<file path="config.mk">
export PLATFORM = sky130hd
export DESIGN_NAME = mul_unit
export DESIGN_NICKNAME = d
export VERILOG_FILES = /design/src/rtl/mul_pkg.sv /design/src/rtl/mul_sign_adj.sv /design/src/rtl/mul_unit.sv
export SDC_FILE = /design/constraint.sdc
export NUM_CORES = 1
export LEC_CHECK = 0
export BUFFER_PORTS_ARGS = -buffer_cell sky130_fd_sc_hd__buf_2
export CAP_MARGIN = 30
export CORE_ASPECT_RATIO = 1.5
export CORE_MARGIN = 2
export CORE_UTILIZATION = 25
export DETAILED_ROUTE_END_ITERATION = 7
export MAX_ROUTING_LAYER = met4
export PLACE_DENSITY = 0.38
export SLEW_MARGIN = 20
export SYNTH_ARGS = -nofsm -noshare
export SYNTH_HDL_FRONTEND = slang
export SYNTH_SLANG_ARGS = --single-unit
export TNS_END_PERCENT = 30
</file>
<file path="constraint.sdc">
create_clock -name clk -period 7.35 [get_ports clk]
set_input_delay 0.3675 -clock clk [delete_from_list [all_inputs] [get_ports clk]]
set_output_delay 0.3675 -clock clk [all_outputs]
set_load 0.02 [all_outputs]
</file>
<file path="src/rtl/mul_pkg.sv">
// Shared multiply definitions: decoder ALUControl encodings, FSM states and counter sizing.
package mul_pkg;

   localparam logic [2:0] ALU_MUL   = 3'b100;
   localparam logic [2:0] ALU_UMULL = 3'b101;
   localparam logic [2:0] ALU_SMULL = 3'b110;

   typedef enum logic [1:0] {
      IDLE = 2'd0,
      RUN  = 2'd1,
      DONE = 2'd2
   } state_e;

   // Counter must hold 0..w inclusive.
   function automatic int cnt_width(input int w);
      return $clog2(w + 1);
   endfunction

   function automatic logic op_valid(input logic [2:0] op);
      logic ok;
      case (op)
         ALU_MUL, ALU_UMULL, ALU_SMULL: ok = 1'b1;
         default:                       ok = 1'b0;
      endcase
      return ok;
   endfunction

endpackage

</file>
<file path="src/rtl/mul_sign_adj.sv">
// Conditional two's-complement negate; yields |x| when neg_i is the sign bit.
module mul_sign_adj #(
   parameter int W = 32
) (
   input  logic [W-1:0] val_i,
   input  logic         neg_i,
   output logic [W-1:0] res_o
);

   assign res_o = neg_i ? ('0 - val_i) : val_i;

endmodule

</file>
<file path="src/rtl/mul_unit.sv">
// Iterative shift-add multiplier for MUL/UMULL/SMULL, one multiplier bit per cycle.
// Define MUL_EARLY_TERM_EN to finish once the remaining multiplier bits are all zero.
module mul_unit #(
   parameter int WIDTH = 32
) (
   input  logic             clk,
   input  logic             reset,
   input  logic             Start,
   input  logic [2:0]       ALUControl,
   input  logic [WIDTH-1:0] SrcA,
   input  logic [WIDTH-1:0] SrcB,
   output logic             Busy,
   output logic             Done,
   output logic [WIDTH-1:0] ResultLo,
   output logic [WIDTH-1:0] ResultHi,
   output logic [1:0]       FlagsNZ
);
   import mul_pkg::*;

   localparam int CW = cnt_width(WIDTH);
   localparam int PW = 2 * WIDTH;

   state_e           state_q, state_d;
   logic             busy_q, busy_d;
   logic             done_q, done_d;
   logic [2:0]       op_q, op_d;
   logic             sign_q, sign_d;
   logic [PW-1:0]    mcand_q, mcand_d;
   logic [WIDTH-1:0] mplr_q, mplr_d;
   logic [PW-1:0]    acc_q, acc_d;
   logic [CW-1:0]    iter_q, iter_d;
   logic [WIDTH-1:0] lo_q, lo_d;
   logic [WIDTH-1:0] hi_q, hi_d;
   logic [1:0]       nz_q, nz_d;

   logic             start_ok;
   logic             is_smull;
   logic [WIDTH-1:0] abs_a, abs_b;
   logic [PW-1:0]    acc_sum;
   logic [PW-1:0]    prod;
   logic [WIDTH-1:0] res_lo, res_hi;
   logic [1:0]       res_nz;
   logic             last_iter;

   assign start_ok = Start && op_valid(ALUControl);
   assign is_smull = (ALUControl == ALU_SMULL);

   mul_sign_adj #(.W(WIDTH)) u_abs_a (
      .val_i (SrcA),
      .neg_i (is_smull && SrcA[WIDTH-1]),
      .res_o (abs_a)
   );

   mul_sign_adj #(.W(WIDTH)) u_abs_b (
      .val_i (SrcB),
      .neg_i (is_smull && SrcB[WIDTH-1]),
      .res_o (abs_b)
   );

   // Product after the current iteration's partial add, then sign-restored.
   assign acc_sum = acc_q + (mplr_q[0] ? mcand_q : '0);

   mul_sign_adj #(.W(PW)) u_neg_res (
      .val_i (acc_sum),
      .neg_i (sign_q),
      .res_o (prod)
   );

   assign res_lo = prod[WIDTH-1:0];
   assign res_hi = (op_q == ALU_MUL) ? '0 : prod[PW-1:WIDTH];
   assign res_nz = (op_q == ALU_MUL) ? {res_lo[WIDTH-1], (res_lo == '0)}
                                     : {res_hi[WIDTH-1], ({res_hi, res_lo} == '0)};

`ifdef MUL_EARLY_TERM_EN
   assign last_iter = (iter_q == CW'(WIDTH - 1)) || (mplr_q[WIDTH-1:1] == '0);
`else
   assign last_iter = (iter_q == CW'(WIDTH - 1));
`endif

   // Next-state and datapath update for the multiply sequencer.
   always_comb begin
      state_d = state_q;
      busy_d  = busy_q;
      done_d  = done_q;
      op_d    = op_q;
      sign_d  = sign_q;
      mcand_d = mcand_q;
      mplr_d  = mplr_q;
      acc_d   = acc_q;
      iter_d  = iter_q;
      lo_d    = lo_q;
      hi_d    = hi_q;
      nz_d    = nz_q;
      case (state_q)
         IDLE, DONE: begin
            if (start_ok) begin
               state_d = RUN;
               busy_d  = 1'b1;
               done_d  = 1'b0;
               op_d    = ALUControl;
               sign_d  = is_smull && (SrcA[WIDTH-1] ^ SrcB[WIDTH-1]);
               mcand_d = {{WIDTH{1'b0}}, abs_a};
               mplr_d  = abs_b;
               acc_d   = '0;
               iter_d  = '0;
            end else begin
               state_d = IDLE;
               busy_d  = 1'b0;
               done_d  = 1'b0;
            end
         end
         RUN: begin
            acc_d   = acc_sum;
            mcand_d = mcand_q << 1;
            mplr_d  = mplr_q >> 1;
            iter_d  = iter_q + CW'(1);
            if (last_iter) begin
               state_d = DONE;
               busy_d  = 1'b0;
               done_d  = 1'b1;
               lo_d    = res_lo;
               hi_d    = res_hi;
               nz_d    = res_nz;
            end else begin
               state_d = RUN;
            end
         end
         default: begin
            state_d = IDLE;
            busy_d  = 1'b0;
            done_d  = 1'b0;
         end
      endcase
   end

   // State and output registers; reset aborts any operation in flight.
   always_ff @(posedge clk or posedge reset) begin
      if (reset) begin
         state_q <= IDLE;
         busy_q  <= 1'b0;
         done_q  <= 1'b0;
         op_q    <= 3'b000;
         sign_q  <= 1'b0;
         mcand_q <= '0;
         mplr_q  <= '0;
         acc_q   <= '0;
         iter_q  <= '0;
         lo_q    <= '0;
         hi_q    <= '0;
         nz_q    <= 2'b00;
      end else begin
         state_q <= state_d;
         busy_q  <= busy_d;
         done_q  <= done_d;
         op_q    <= op_d;
         sign_q  <= sign_d;
         mcand_q <= mcand_d;
         mplr_q  <= mplr_d;
         acc_q   <= acc_d;
         iter_q  <= iter_d;
         lo_q    <= lo_d;
         hi_q    <= hi_d;
         nz_q    <= nz_d;
      end
   end

   assign Busy     = busy_q;
   assign Done     = done_q;
   assign ResultLo = lo_q;
   assign ResultHi = hi_q;
   assign FlagsNZ  = nz_q;

endmodule

</file>
# After elaboration in Yosys (flattened, before gate mapping)
# Cells that the tools add are included.
[classes]
addsub = 5
n_mul = 0
n_div = 0
order_cmp = 0
n_eq_ne = 9
n_shift = 0
muxes = 23
bitwise = 1
reduce_logical = 13
[ops]
columns = ["op", "count"]
rows = [
  ["64-bit two-way mux", 4],
  ["64-bit case mux with 2 select lines", 2],
  ["32-bit two-way mux", 4],
  ["64-bit adder", 1],
  ["64-bit zero test", 1],
  ["32-bit case mux with 2 select lines", 1],
  ["1-bit by 32-bit subtractor with 32-bit output, first input constant", 2],
  ["1-bit by 64-bit subtractor with 64-bit output, first input constant", 1],
  ["32-bit zero test", 1],
  ["3-bit == test, second input constant", 4],
  ["6-bit case mux with 2 select lines", 1],
  ["6-bit by 1-bit adder with 6-bit output, second input constant", 1],
  ["6-bit by 5-bit == test with 1-bit output, second input constant", 1],
  ["1-bit two-way mux", 6],
  ["6-bit two-way mux", 1],
  ["2-bit AND reduction", 3],
  ["1-bit logical AND", 4],
  ["2-bit two-way mux", 2],
  ["2-bit != test, second input constant", 2],
  ["2-bit case mux with 2 select lines", 1],
  ["3-bit OR reduction", 1],
  ["2-bit by 1-bit == test with 1-bit output, second input constant", 1],
  ["2-bit == test, second input constant", 1],
  ["2-bit zero test", 1],
  ["4 further kinds", 4],
]
[word_totals]
register_bits = 240
latchBits = 0
mem_bits_rw = 0
romBits = 0
in_bits = 70
out_inout_bits = 68
wordCells = 63
mem_count = 0

# Depth between registers and ports, before layout
[depth]
ltp_word = 7
depth_mapped = 22
mapped_depth_nobuf = 18

# Modules after synthesis
# From an unflattened synthesis, not the netlist that was laid out.
[hier_totals]
hier_cells = 2044
hier_area_um2 = 16774.8
[by_module_without_submodules]
columns = ["mod", "instances", "cells_per_inst", "area_per_inst_um2", "seq_area_each_um2"]
rows = [
  ["mul_unit", 1, 1630, 13787.0, 6005.8],
  ["mul_sign_adj at u_abs_a ...", 2, 108, 767.0, 0.0],
  ["mul_sign_adj at u_neg_res", 1, 198, 1453.9, 0.0],
]

# Worst setup path after synthesis
# OpenSTA, ideal clock, no wires.
[synth_timing]
path_type = "register to register"
from = "register mplr_q[0]"
to = "register nz_q[0] (netlist: FlagsNZ[0])"
setup_time_ns = 0.076
t_arrival_ns = 4.943
required_time_ns = 7.274
path_slack_ns = 2.331
path_stages_with_launch = 21
n_path_buf = 2
synth_period_minus_slack_ns = 5.019
path_cell_list = "dfrtp_1 -> clkbuf_1 -> clkbuf_1 -> and2_1 -> ha_1 -> inv_1 -> fa_1 -> nand2b_1 -> a211oi_4 -> and4_1 -> o21ai_1 -> a221oi_2 -> nand3_2 -> or3_4 -> or4_1 -> a2111o_1 -> a21oi_1 -> o211ai_1 -> nor4_1 -> nand4_1 -> o21ai_1"
[synth_via]
elab_chain_cells = 7
elab_cells_between_ends = 8
classes_between = "add/sub (2); mux (4); reduce/logical (2)"
[synth_lines]
columns = ["item", "line_no", "source"]
rows = [
  ["start, declared", "mul_unit.sv:29", "logic [WIDTH-1:0] mplr_q, mplr_d;"],
  ["start signal, assigned", "mul_unit.sv:158", "mplr_q <= mplr_d;"],
  ["64-bit two-way mux *", "mul_unit.sv:61", "assign acc_sum = acc_q + (mplr_q[0] ? mcand_q : '0);"],
  ["64-bit adder *", "mul_unit.sv:61", ""],
  ["1-bit by 64-bit subtractor with 64-bit output", "mul_sign_adj.sv:10", "assign res_o = neg_i ? ('0 - val_i) : val_i;"],
  ["64-bit two-way mux *", "mul_sign_adj.sv:10", ""],
  ["32-bit two-way mux", "mul_unit.sv:70", "assign res_hi = (op_q == ALU_MUL) ? '0 : prod[PW-1:WIDTH];"],
  ["64-bit zero test", "mul_unit.sv:72", ": {res_hi[WIDTH-1], ({res_hi, res_lo} == '0)};"],
  ["2-bit two-way mux *", "mul_unit.sv:71", "assign res_nz = (op_q == ALU_MUL) ? {res_lo[WIDTH-1], (res_lo == '0)}"],
  ["end signal, assigned", "mul_unit.sv:163", "nz_q <= nz_d;"],
  ["end, declared", "mul_unit.sv:34", "logic [1:0] nz_q, nz_d;"],
]
# Every way passes the cells marked *; elsewhere a longest branch is shown, timed or not.
# A chain may end at the register's enable or synchronous reset.

# Worst setup path in the final report
# Ends and elaborated chain as after synthesis.

==> flow_metrics.py <==
metrics = {
    "outcome": {
        "status": "completed",
    },
    "floorplanning": {
        "start_util_pct": 25.3,
        "die_w_um": 224,
        "core_region_area_um2": 71600,
        "pin_count": 138,
        "rows": 120,
        "die_h_um": 334,
        "die_area_um2": 74700,
    },
    "job": {
        "maxCapViolCount": 0,
    },
    "logic_synthesis": {
        "syn_inst": 2249,
        "ys_seq_area_share_pct": 33.1,
        "syn-num-nets": 2387,
        "ys_warn_count": 0,
        "avgSynthCellArea_um2": 8.06,
        "synth-seq-cells": 240,
        "synth-edff-count": 0,
        "ys.flop_type": "dfrtp_1",
        "ys_types": 98,
        "ys_async_sr_fraction_pct": 100,
        "netlist_area_um2": 18100,
    },
    "setup_path": {
        "required_ns": 7.87,
        "crit_fanout": 21,
        "startpoint_type": "flop",
        "crit_type": "flop to flop",
        "endpoint_kind": "flop",
        "r2r_start": "mplr_q[0]",
        "worst-endpoint-arrival_ns": 7.26,
        "crit_start": "mplr_q[0]",
    },
    "sta": {
        "relSlewSlack_pct": 35.6,
        "hold_violations": 0,
        "finalCritPeriodShare_pct": 91.6,
        "worst_clock_skew_ns": 0.0231,
        "setup_tns_ns": 0,
        "slew_viol_final": 0,
        "hold_slack_ns": 0.0694,
        "tightest_slew_ns": 0.966,
        "fin_crit_ns": 6.73,
        "setup_viol": 0,
        "rsz0062_at_grt": "false",
        "fmax_mhz": 148,
        "fin_ws_ns": 0.616,
    },
    "placement": {
        "gp_congestion": 0.897,
        "port_buffers": 137,
        "place_ws_ns": 0.446,
        "dp.cells": 3192,
        "dpl.hpwl_mm": 54.3,
        "placed_cell_area_um2": 19700,
    },
    "clocking": {
        "h-tree-depth": 1,
        "clk_path_buf_depth": 3,
        "clk_pin_slew_ns": 0.06,
        "cts_buffers": 29,
        "clk_latency_ns": 0.61,
        "clock_sinks": 240,
        "clock-root-buffer": "clkbuf_16",
        "cts_tree": "built",
    },
    "route": {
        "drc": 0,
        "first_iter_violations": 1116,
        "via_per_inst": 5.33,
        "routed_wl_mm": 69.7,
        "dr.pass1.iters": 5,
        "antenna_left": 0,
        "avgRoutedWirePerCell_um": 21.4,
        "via_count": 17300,
    },
    "finish": {
        "final_layout_size_suffix_gt1_share_pct": 12.3,
        "design_area_um2": 20800,
        "final_cell_mix": "nand2_1, o21ai_0, dfrtp_1, buf_2, a21oi_1",
        "utilization_pct": 29.0,
        "final_nets": 2450,
        "area_growth_pct": 14.6,
        "layoutNonFillerInstCount": 3250,
        "diodes": 0,
        "final_common_cell": "nand2_1",
    },
    "hold_path": {
        "hp-start": "SrcA[31]",
        "hp-class": "input port to flop",
    },
    "power": {
        "power_leakage_nw": 8.55,
        "p_total_mw": 8.20,
        "ir_drop_uv": 199,
        "power.density_nw_per_um2": 395,
    },
    "global_routing": {
        "grt_max_degree": 113,
        "grt_pass1_wl_mm": 107,
        "grtUsageTotal_pct": 19.0,
        "grt_pass1_vias": 17300,
        "grt-ovfl-total": 0,
        "antenna_found_initial": 1,
    },
}
per-layer routing:
layer | part of all wire (%) | up-vias | track usage, %
li1 | - | 8396 | -
met1 | 44 | 8350 | 23.6
met2 | 48 | 475 | 32.0
met3 | 4.6 | 103 | 1.92
met4 | 3.4 | 0 | 6.71
met5 | 0 | - | -
area by class of cell:
cell class,count,area [um2]
clock buffers,33,771
inverters,26,105
multi-input cells,1842,11500
flip-flops and latches,240,6010
well taps,915,1140
repair buffers,173,973
clock inverters,21,246
fillers,7735,50800
registers in the layout, summed over array words and instances (netlist names):
signal    cells
acc_q        64
mcand_q      64
ResultHi     32
ResultLo     32
mplr_q       32
iter_q        6
op_q          3
FlagsNZ       2
state_q       2
Busy          1
Done          1
sign_q        1
synthesized netlist by cell type, types with 18 or more instances:
| cell | n | area, um2 |
|---|---|---|
| nand2_1 | 337 | 1260 |
| o21ai_0 | 274 | 1370 |
| dfrtp_1 | 240 | 6010 |
| a21oi_1 | 125 | 626 |
| clkbuf_1 | 124 | 465 |
| nand3_1 | 110 | 551 |
| nor2_1 | 95 | 357 |
| xnor2_1 | 94 | 823 |
| and2_1 | 89 | 557 |
| ha_1 | 67 | 838 |
| a22oi_1 | 66 | 495 |
| xor2_1 | 62 | 543 |
| nand4_1 | 44 | 275 |
| nor3_1 | 41 | 205 |
| o31ai_1 | 36 | 270 |
| a21o_1 | 34 | 255 |
| and4_1 | 28 | 245 |
| inv_1 | 25 | 93.8 |
| nor4_1 | 23 | 144 |
| a31oi_1 | 21 | 131 |
| or3_1 | 20 | 125 |
| o21ai_1 | 18 | 90.1 |
what timing repair did:
item,4_1_cts,5_1_grt
gates resized for setup,0,2
endpoints found under the setup margin,0,1
hold endpoints to repair,38,0
setup buffers,0,0
hold buffers,1,0
worst paths after layout:
check	slack [ns]	cells after the start	endpoint
worst max-delay path	0.62	18	FlagsNZ[0]
worst min-delay path	0.07	3	mcand_q[31]
worst max register to register	0.62	18	FlagsNZ[0]
worst min register to register	0.47	2	ResultHi[0]
max in group asynchronous	5.53	4	ResultLo[29]
min in group asynchronous	0.43	3	mcand_q[9]
cells by family after synthesis:
logic type	count (synthesis)	share of synthesized area, %
AND/OR/NAND/NOR	864	23.8
AO/OA/AOI/OAI	737	26.2
adder cells (fa/ha/maj)	68	4.74
multiplexers	16	0.939
XOR/XNOR	157	7.63
flip-flops	240	33.1
buffers and inverters	167	3.62
report_power, final:
group          internal [mW]  total [mW]  switching (mW)
registers               1.79        2.17           0.370
logic                   1.47        4.47            3.00
clock network          0.904        1.57           0.665
total                   4.17        8.20            4.03
critical path, cell delays in order (launching register included):
cell     delay [ns]
dfrtp_2        0.56
buf_4          0.24
and2_1         0.15
ha_1           0.40
a21oi_1        0.30
o21ai_1        0.33
a221o_1        0.44
nor3_1         0.52
o31ai_1        0.29
buf_2          0.22
a21oi_1        0.49
nand4_1        0.48
nor4_1         0.62
a31oi_1        0.28
o31ai_1        0.36
o22ai_1        0.16
nor4_1         0.48
nand4_1        0.18
o21ai_1        0.14
Note: power is estimated with default switching activity, not from simulation.
